### src/rtl/wb_skid_stage.sv
// Write-back skid stage: two-entry elastic buffer between execute and the
// register file, with forwarding of pending writes and a retire counter.
module wb_skid_stage #(
   parameter int DATA_W = 32,
   parameter int ADDR_W = 5,
   parameter int CNT_W  = 32
) (
   input  logic              clk,
   input  logic              rst,
   input  logic              flush,
   input  logic              in_valid,
   output logic              in_ready,
   input  logic [ADDR_W-1:0] in_wd,
   input  logic              in_wreg,
   input  logic [DATA_W-1:0] in_wdata,
   output logic              out_valid,
   input  logic              out_ready,
   output logic [ADDR_W-1:0] out_wd,
   output logic              out_wreg,
   output logic [DATA_W-1:0] out_wdata,
   input  logic [ADDR_W-1:0] fwd_raddr,
   output logic              fwd_hit,
   output logic [DATA_W-1:0] fwd_data,
   output logic [CNT_W-1:0]  retire_cnt
);

   logic              main_v_q, main_v_d;
   logic [ADDR_W-1:0] main_wd_q, main_wd_d;
   logic              main_wreg_q, main_wreg_d;
   logic [DATA_W-1:0] main_data_q, main_data_d;
   logic              skid_v_q, skid_v_d;
   logic [ADDR_W-1:0] skid_wd_q, skid_wd_d;
   logic              skid_wreg_q, skid_wreg_d;
   logic [DATA_W-1:0] skid_data_q, skid_data_d;
   logic [CNT_W-1:0]  cnt_q, cnt_d;

   logic accept;
   logic pop;
   logic in_wreg_m;
   logic skid_hit;
   logic main_hit;

   assign in_ready  = !rst && !skid_v_q;
   assign accept    = in_valid && in_ready;
   assign pop       = main_v_q && out_ready;
   // Writes to x0 are architecturally void, so drop them on entry.
   assign in_wreg_m = in_wreg && (in_wd != '0);

   assign out_valid  = main_v_q;
   assign out_wd     = main_wd_q;
   assign out_wreg   = main_v_q && main_wreg_q;
   assign out_wdata  = main_data_q;
   assign retire_cnt = cnt_q;

   assign skid_hit = (fwd_raddr != '0) && skid_v_q && skid_wreg_q
                     && (skid_wd_q == fwd_raddr);
   assign main_hit = (fwd_raddr != '0) && main_v_q && main_wreg_q
                     && (main_wd_q == fwd_raddr);

   always_comb begin
      fwd_hit  = skid_hit || main_hit;
      fwd_data = '0;
      if (skid_hit) begin
         fwd_data = skid_data_q;
      end else if (main_hit) begin
         fwd_data = main_data_q;
      end
   end

   always_comb begin
      main_v_d    = main_v_q;
      main_wd_d   = main_wd_q;
      main_wreg_d = main_wreg_q;
      main_data_d = main_data_q;
      skid_v_d    = skid_v_q;
      skid_wd_d   = skid_wd_q;
      skid_wreg_d = skid_wreg_q;
      skid_data_d = skid_data_q;
      cnt_d       = cnt_q;

      if (pop && main_wreg_q) begin
         cnt_d = cnt_q + CNT_W'(1);
      end

      if (flush) begin
         main_v_d    = 1'b0;
         main_wreg_d = 1'b0;
         skid_v_d    = 1'b0;
         skid_wreg_d = 1'b0;
      end else if (!main_v_q || pop) begin
         if (skid_v_q) begin
            main_v_d    = 1'b1;
            main_wd_d   = skid_wd_q;
            main_wreg_d = skid_wreg_q;
            main_data_d = skid_data_q;
            skid_v_d    = 1'b0;
            skid_wreg_d = 1'b0;
         end else if (accept) begin
            main_v_d    = 1'b1;
            main_wd_d   = in_wd;
            main_wreg_d = in_wreg_m;
            main_data_d = in_wdata;
         end else begin
            main_v_d    = 1'b0;
            main_wreg_d = 1'b0;
         end
      end else if (accept) begin
         // Main is stalled: park the newcomer behind it.
         skid_v_d    = 1'b1;
         skid_wd_d   = in_wd;
         skid_wreg_d = in_wreg_m;
         skid_data_d = in_wdata;
      end
   end

   always_ff @(posedge clk) begin
      if (rst) begin
         main_v_q    <= 1'b0;
         main_wd_q   <= '0;
         main_wreg_q <= 1'b0;
         main_data_q <= '0;
         skid_v_q    <= 1'b0;
         skid_wd_q   <= '0;
         skid_wreg_q <= 1'b0;
         skid_data_q <= '0;
         cnt_q       <= '0;
      end else begin
         main_v_q    <= main_v_d;
         main_wd_q   <= main_wd_d;
         main_wreg_q <= main_wreg_d;
         main_data_q <= main_data_d;
         skid_v_q    <= skid_v_d;
         skid_wd_q   <= skid_wd_d;
         skid_wreg_q <= skid_wreg_d;
         skid_data_q <= skid_data_d;
         cnt_q       <= cnt_d;
      end
   end

endmodule

### config.mk
export PLATFORM = sky130hd
export DESIGN_NAME = wb_skid_stage
export DESIGN_NICKNAME = d
export VERILOG_FILES = /design/src/rtl/wb_skid_stage.sv
export SDC_FILE = /design/constraint.sdc
export NUM_CORES = 1
export LEC_CHECK = 0
export BUFFER_PORTS_ARGS = -buffer_cell sky130_fd_sc_hd__buf_2
export CORE_ASPECT_RATIO = 0.75
export CORE_UTILIZATION = 47
export CTS_CLUSTER_DIAMETER = 60
export DETAILED_ROUTE_END_ITERATION = 8
export MAX_ROUTING_LAYER = met4
export PLACE_DENSITY = 0.83
export SYNTH_ARGS = -nofsm -noshare
export SYNTH_HDL_FRONTEND = slang
export SYNTH_SLANG_ARGS = --single-unit
### constraint.sdc
create_clock -name clk -period 1.9 [get_ports clk]
set_input_delay 0.19 -clock clk [delete_from_list [all_inputs] [get_ports clk]]
set_output_delay 0.19 -clock clk [all_outputs]
set_load 0.005 [all_outputs]
# Yosys cells after proc, flatten, opt, wreduce, memory -nomap -nowiden

Cells that the tools add are included.

Bits in registers: 110
Input port bits: 48
Output and inout port bits: 105
Word-level logic and storage cells: 54

Add/sub/neg operators: 1
Equality and inequality tests: 3
Mux-type cells: 13
Bitwise operators: 2
Reductions and logical operators: 26

Operator list:

| cell                                                             | count |
|---|---|
| 32-bit 2-to-1 mux                                                | 4 |
| 32-bit by 1-bit adder with 32-bit output (second input constant) | 1 |
| 1-bit logical AND                                                | 12 |
| 5-bit equality test                                              | 2 |
| 5-bit 2-to-1 mux                                                 | 2 |
| 5-bit nonzero test                                               | 2 |
| 1-bit 2-to-1 mux                                                 | 7 |
| 3-bit AND reduction                                              | 2 |
| 2-bit nonzero test                                               | 2 |
| 1-bit logical NOT                                                | 3 |
| 3-bit OR reduction                                               | 1 |
| 1-bit logical OR                                                 | 2 |
| 2-bit != test (second input constant)                            | 1 |
| 1-bit inverter                                                   | 2 |
| 2-bit AND reduction                                              | 1 |
| 2-bit OR reduction                                               | 1 |

# Logic depth before layout (Yosys ltp)

Gate-level depths: netlist of run 1.

Word-level depth: 6
Gate-level depth with buffers: 7
Gate-level depth less buffers: 5

# Worst setup path before layout of run 1

OpenSTA, ideal clock, no wires.

Kind: flip-flop to flip-flop
Start point: register cnt_q[0], in the netlist retire_cnt[0]
End point: register cnt_q[24], in the netlist retire_cnt[24]
Library setup time: 0.132 ns
Data arrival time: 1.833 ns
Data required time: 1.768 ns
Path slack: -0.066 ns
Stages on the path, launching flop included: 8
Path buffers: 2
Clock period less this slack: 1.966 ns
Path through: dfxtp_1 > ha_1 > nand4_1 > or4_1 > clkbuf_1 > clkbuf_1 > o31ai_1 > a21oi_1

Longest elaborated chain between the ends: 1

RTL lines:

| what                                     | line | text |
|---|---|---|
| start, declared                          | 35   | `logic [CNT_W-1:0] cnt_q, cnt_d;` |
| start signal, assigned                   | 136  | `cnt_q <= cnt_d;` |
| 32-bit by 1-bit adder with 32-bit output | 82   | `cnt_d = cnt_q + CNT_W'(1);` |

Every way passes these cells.
A chain may end at the register's enable or synchronous reset.

# Worst setup path in the final report of run 1

Start point: register main_wd_q[4], in the netlist out_wd[4]
End point: output port fwd_data[29]

Longest elaborated chain between the ends: 4

RTL lines:

| what                   | line | text |
|---|---|---|
| start, declared        | 28   | `logic [ADDR_W-1:0] main_wd_q, main_wd_d;` |
| start signal, assigned | 129  | `main_wd_q <= main_wd_d;` |
| 5-bit equality test    | 58   | `&& (main_wd_q == fwd_raddr);` |
| 1-bit logical AND      | 58   |  |
| 32-bit 2-to-1 mux      | 65   | `end else if (main_hit) begin` |
| 32-bit 2-to-1 mux      | 63   | `if (skid_hit) begin` |
| end, declared          | 23   | `output logic [DATA_W-1:0] fwd_data,` |

Every way passes these cells.

==> flow_metrics.env, run 1 <==
export IMPL_ir_drop_uv=486
export IMPL_period_share_pct=113
export IMPL_grt_use_total_pct=26.8
export IMPL_critPathKind="flip-flop to output pin"
export IMPL_p_int_w=0.00368
export IMPL_grt_overflow=0
export IMPL_wire_per_inst_um=16.8
export IMPL_grt_pass1_vias=4932
export IMPL_cp_data_required_time_ps=1710
export IMPL_switchingPower_w=0.00113
export IMPL_clock_skew_ps=10.3
export IMPL_leakage_nw=3.03
export IMPL_start_kind="flip-flop"
export IMPL_final_cell_count_no_fill=980
export IMPL_fin_nets=881
export IMPL_hold_buffers=0
export IMPL_grt_pass1_wl_um=24600
export IMPL_fin_area_um2=7400
export IMPL_ys_async_sr_fraction_pct=0
export IMPL_die_area_um2=12000
export IMPL_grt_max_degree=75
export IMPL_placed_area_um2=6480
export IMPL_endpoint_kind="output pin"
export IMPL_synth_edff_count=0
export IMPL_clk_pin_slew_ps=80
export IMPL_clock_power_share_pct=42.3
export IMPL_synth_seq_cells=110
export IMPL_hold_path_class="input port to flip-flop"
export IMPL_status="complete, but fails checks"
export IMPL_rows=33
export IMPL_syn_avg_cell_area_um2=8.22
export IMPL_pre_cts_ws_ps=4.58
export IMPL_cts_buffer_depth=2
export IMPL_drtPass1Iterations=5
export IMPL_finalSetupTns_ps=-8120
export IMPL_fin_hold_ws_ps=85.9
export IMPL_drv_slew=0
export IMPL_drive_gt1_share_pct=34.3
export IMPL_avgViaCountPerCell=5.68
export IMPL_synth_ff_type="dfxtp_1"
export IMPL_die_y_um=95.0
export IMPL_period_needed_ps=2150
export IMPL_seqPwrFrac_pct=49.6
export IMPL_core_area_um2=11100
export IMPL_cp_max_fo=8
export IMPL_detail_route_wirelength_um=16500
export IMPL_synth_nets=708
export IMPL_ios=153
export IMPL_start_util_pct=49.0
export IMPL_synth_area_um2=5420
export IMPL_die_w_um=126
export IMPL_setup_violations=48
export IMPL_comb_power_share_pct=8.1
export IMPL_dp_final_hpwl_um=9480
export IMPL_cts_root_buf="clkbuf_16"
export IMPL_io_buffers=152
export IMPL_swShare_pct=23.5
export IMPL_finalHoldViolCount=0
export IMPL_ys_types=41
export IMPL_antenna_found_initial=3
export IMPL_gp_congestion=0.853
export IMPL_cts_sinks=110
export IMPL_cts_buffers=9
export IMPL_fmax_mhz=465
export IMPL_yosys_warnings=0
export IMPL_ant_nets=0
export IMPL_drt_iter0_drc=385
export IMPL_slew_headroom_pct=53.6
export IMPL_yosysSeqAreaShare_pct=40.6
export IMPL_rsz0062_at_grt="true"
export IMPL_max_slew_worst_pin_slew_ps=696
export IMPL_clock_latency_ps=350
export IMPL_failed_checks="negative setup slack"
export IMPL_setup_slack_ps=-251
export IMPL_cts_max_level=3
export IMPL_cts_tree="yes"
export IMPL_cap_violations=0
export IMPL_nFillCells=873
export IMPL_power_density_nw_per_um2=650
export IMPL_synthCells=659
export IMPL_critPathArrivalTime_ps=1960
export IMPL_num_vias=5571
export IMPL_syn_to_final_growth_pct=36.6
export IMPL_drc=0
export IMPL_dp_cells=932
-- routing by layer --
| layer | wire (um) | vias up | global-route usage [%] |
|---|---|---|---|
| li1 | - | 2682 | - |
| met1 | 6870 | 2620 | 31.9 |
| met2 | 7840 | 234 | 45.4 |
| met3 | 1370 | 35 | 5.61 |
| met4 | 420 | 0 | 9.04 |
| met5 | 0 | - | - |
-- state kept, by name, indices dropped and copies added (netlist names) --
register / count
skid_v_q: 1
retire_cnt: 32
main_wreg_q: 1
skid_wd_q: 5
skid_data_q: 32
out_wdata: 32
skid_wreg_q: 1
out_valid: 1
out_wd: 5
-- kinds of logic after synthesis --
logic type	share of synthesized area, %
AND/OR/NAND/NOR	22.4
AO/OA/AOI/OAI	13.6
flip-flops	40.6
buffers and inverters	6.79
multiplexers	13.1
XOR/XNOR	3.23
adder cells (fa/ha/maj)	0.231
-- what timing repair did --
action | 4_1_cts | 5_1_grt
setup endpoints to repair | 36 | 45
pin swaps | 24 | 34
gates cloned | 5 | 3
resized for setup | 18 | 62
setup buffers | 6 | 18
-- Yosys cell counts (3+ instances only) --
master,instances,area share (%)
nand3_1,11,1.0
mux2i_1,71,13
nand2_1,88,6.1
or4_1,10,1.4
xnor2_1,9,1.5
o31ai_1,10,1.4
a21oi_1,58,5.4
and4_1,4,0.65
a211oi_1,37,5.1
dfxtp_1,110,41
nor4_1,7,0.81
buf_2,12,1.1
o21ai_0,11,1.0
buf_1,10,0.69
xor2_1,11,1.8
nand4_1,39,4.5
nor2_1,53,3.7
and2_1,3,0.35
or3_1,12,1.4
nor3_1,5,0.46
clkbuf_1,29,2.0
inv_1,40,2.8
-- final timing paths --
check	depth (start not counted)	from	to	slack, ps
setup reg to reg	7	retire_cnt[1]$_SDFFE_PP0P_	retire_cnt[20]$_SDFFE_PP0P_	-210
setup / recovery	8	out_wd[4]$_SDFFE_PP0P_	fwd_data[29]	-250
hold reg to reg	2	skid_data_q[10]$_SDFFE_PP0P_	skid_data_q[10]$_SDFFE_PP0P_	470
hold / removal	3	in_wdata[3]	skid_data_q[3]$_SDFFE_PP0P_	90
-- cell type report --
cell class / count / area, um2 / share of cell area [%]
multi-input combinational: 460 / 3140 / 42.4
sequential: 110 / 2220 / 30.0
timing repair buffer: 211 / 1390 / 18.8
clock buffer: 9 / 225 / 3.04
tap: 140 / 175 / 2.37
inverter: 40 / 150 / 2.03
clock inverter: 7 / 95.1 / 1.28
antenna: 3 / 7.51 / 0.101
-- critical path, cell delays in order, from the launching register on --
cell	delay [ps]
dfxtp_2	330
xor2_2	160
nor4_4	310
buf_4	180
buf_6	120
buf_12	140
nand4_1	90
mux2i_1	150
buf_2	130
-- layout by cell type (no fill, tap or decap), types with 4 or more instances in the layout --
cell / synthesis / layout
a211oi_1: 37 / 37
a21oi_1: 58 / 52
a21oi_2: 0 / 6
and4_1: 4 / 4
buf_12: 0 / 7
buf_2: 12 / 151
buf_4: 0 / 44
buf_6: 1 / 5
clkbuf_16: 0 / 9
dfxtp_1: 110 / 97
dfxtp_2: 0 / 12
inv_1: 40 / 40
mux2i_1: 71 / 69
nand2_1: 88 / 88
nand3_1: 11 / 9
nand4_1: 39 / 39
nor2_1: 53 / 53
nor3_1: 5 / 5
nor4_1: 7 / 4
o21ai_0: 11 / 9
o31ai_4: 0 / 6
or3_1: 12 / 10
or4_1: 10 / 4
or4_4: 1 / 10
xnor2_1: 9 / 8
xor2_1: 11 / 8
-- power by group through the flow --
stage	registers (W)	logic, W	clock network (W)
floorplan	0.00244	0.000169	0
global placement	0.00244	0.000331	0
detailed placement	0.00244	0.000337	0
CTS	0.00239	0.000386	0.00207
global route	0.00240	0.000422	0.00217
finish	0.00239	0.000388	0.00204
-- stage by stage --
stage / utilization (%) / power, W
floorplan: - / 0.00261
global placement: 58.5 / 0.00277
detailed placement: 58.5 / 0.00278
CTS: 63.4 / 0.00484
global route: 66.9 / 0.00499
finish: 66.9 / 0.00481
Note: power is estimated with default switching activity, not from simulation.
==> inputs of run 2 (changes only) <==
- CORE_UTILIZATION: 47 -> 30
- CTS_BUF_LIST: unset -> sky130_fd_sc_hd__clkbuf_8
- PLACE_DENSITY: 0.83 -> 0.6
==> run 2 against run 1 <==
Compared with the run above: the flow still finishes with violations (negative setup slack); non-clock buffer count rose by 4; register-to-register slack improved by 250 ps; hold slack got worse by 45 ps; clock power fell by 26%; flip-flop and latch count did not move; largest power group unchanged; design area fell by 2.2%; count of clock-buffer cells in the layout rose by 1; global-route usage fell by 9.0 points; setup slack got worse by 32 ps; core utilization fell by 26 points; critical path depth did not move; clock skew rose by 3.9 ps.
==> flow_metrics.env, run 2 (same netlist as run 1, synthesis figures left out) <==
export IMPL_grt_pass1_vias=4689
export IMPL_nFillCells=1840
export IMPL_fin_nets=884
export IMPL_start_kind="flip-flop"
export IMPL_slew_headroom_pct=50.7
export IMPL_cts_tree="yes"
export IMPL_antenna_found_initial=1
export IMPL_die_area_um2=18600
export IMPL_period_share_pct=115
export IMPL_drt_iter0_drc=264
export IMPL_setup_slack_ps=-282
export IMPL_critical_path_top_delay_family="buffers and inverters"
export IMPL_hold_path_class="input port to flip-flop"
export IMPL_clock_latency_ps=380
export IMPL_final_cell_mix="152 x buf_2, 98 x dfxtp_1, 88 x nand2_1"
export IMPL_dp_final_hpwl_um=10800
export IMPL_final_common_cell="buf_2"
export IMPL_endpoint_kind="output pin"
export IMPL_pre_cts_ws_ps=-31.8
export IMPL_num_vias=5283
export IMPL_status="complete, but fails checks"
export IMPL_drive_gt1_share_pct=31.8
export IMPL_rows=42
export IMPL_wire_per_inst_um=15.1
export IMPL_multiInputGateArea_um2=2960
export IMPL_critPathKind="flip-flop to output pin"
export IMPL_cts_max_level=3
export IMPL_ant_nets=0
export IMPL_fin_area_um2=7240
export IMPL_cts_root_buf="clkbuf_8"
export IMPL_ios=153
export IMPL_cts_sinks=110
export IMPL_die_y_um=118
export IMPL_ir_drop_uv=331
export IMPL_period_needed_ps=2180
export IMPL_clock_skew_ps=14.2
export IMPL_clk_pin_slew_ps=110
export IMPL_drv_slew=0
export IMPL_start_util_pct=30.7
export IMPL_setup_violations=33
export IMPL_cap_violations=0
export IMPL_cp_data_required_time_ps=1710
export IMPL_drc=0
export IMPL_seq_area_um2=2220
export IMPL_finalSetupTns_ps=-7470
export IMPL_fmax_mhz=458
export IMPL_cts_buffers=9
export IMPL_finalHoldViolCount=0
export IMPL_failed_checks="negative setup slack"
export IMPL_rsz0062_at_grt="true"
export IMPL_placed_area_um2=6690
export IMPL_syn_to_final_growth_pct=33.6
export IMPL_critical_path_max_stage_delay_ps=350
export IMPL_gp_congestion=0.787
export IMPL_die_w_um=157
export IMPL_crit_chain="xor2_2 > nor4_2 > buf_4 > buf_8 > clkbuf_16 > nand4_1 > mux2i_1 > buf_2"
export IMPL_critical_path_buf_inv_count=4
export IMPL_avgViaCountPerCell=4.88
export IMPL_grt_overflow=0
export IMPL_cpMaxStageDelayCell="dfxtp_2"
export IMPL_grt_pass1_wl_um=25200
export IMPL_detail_route_wirelength_um=16400
export IMPL_grt_max_degree=66
export IMPL_core_area_um2=17700
export IMPL_leakage_nw=2.98
export IMPL_grt_use_total_pct=17.8
export IMPL_critPathArrivalTime_ps=1990
export IMPL_drtPass1Iterations=4
export IMPL_cp_max_fo=6
export IMPL_io_buffers=152
export IMPL_max_slew_worst_pin_slew_ps=740
export IMPL_cts_buffer_depth=2
export IMPL_power_density_nw_per_um2=589
## run 2: changes by cell type in the layout (fill, tap and decap cells not counted), sizes merged
cell    previous run  this run
bufbuf             2         1
clkbuf             9        12
diode              3         1
buf              209       212
bufinv             2         1
or4               14        13
## run 2: cell type report
cell class	instances	share of cell area (%)
Clock buffer	10	1.90
Antenna cell	1	0.0346
Timing Repair Buffer	215	19.3
Multi-Input combinational cell	459	40.9
Clock inverter	6	0.968
Sequential cell	110	30.7
Inverter	40	2.07
Tap cell	242	4.18
## run 2: metrics by stage
stage,total power (W),util [%],hold slack [ps],std cells
final,0.00426,41.0,40.9,1083
after global routing,0.00447,41.0,18.0,1083
after CTS,0.00432,39.7,3.54,1069
after detailed placement,0.00279,37.9,448,1045
after global placement,0.00279,37.9,445,1045
after floorplan,0.00261,-,267,659
## run 2: final timing paths
check	cells after the start	end	startpoint	slack, ps
worst min register to register	2	skid_data_q[23]$_SDFFE_PP0P_	skid_data_q[23]$_SDFFE_PP0P_	480
worst min-delay path	3	skid_data_q[17]$_SDFFE_PP0P_	in_wdata[17]	40
worst max-delay path	8	fwd_data[3]	out_wd[2]$_SDFFE_PP0P_	-280
worst max register to register	6	retire_cnt[28]$_SDFFE_PP0P_	retire_cnt[2]$_SDFFE_PP0P_	40
## run 2: worst reg2reg max path: stages (launching register included)
cell,delay (ps)
dfxtp_2,340
nand4_1,110
buf_6,140
or4_4,520
buf_8,150
or4_4,400
a21oi_1,140
## run 2: where the power goes
| part | internal, W | leakage, nW | switching (W) |
|---|---|---|---|
| clock | 0.000656 | 0.106 | 0.000846 |
| sequential | 0.00235 | 0.897 | 0.0000382 |
| combinational | 0.000161 | 1.98 | 0.000208 |
## run 2: metal layers
layer,global-route usage [%],wire [um],vias to the layer above
met5,-,0,-
met4,4.19,130,0
met3,4.69,923,12
met2,26.6,7320,125
met1,23.8,8020,2452
li1,-,-,2694
## run 2: repair_timing
item | CTS | global route
hold buffers | 0 | 0
setup endpoints to repair | 37 | 43
resized for setup | 13 | 23
endpoints found under the hold margin | 0 | 0
buffers inserted | 4 | 11
cloned | 4 | 2
pin swaps | 6 | 18
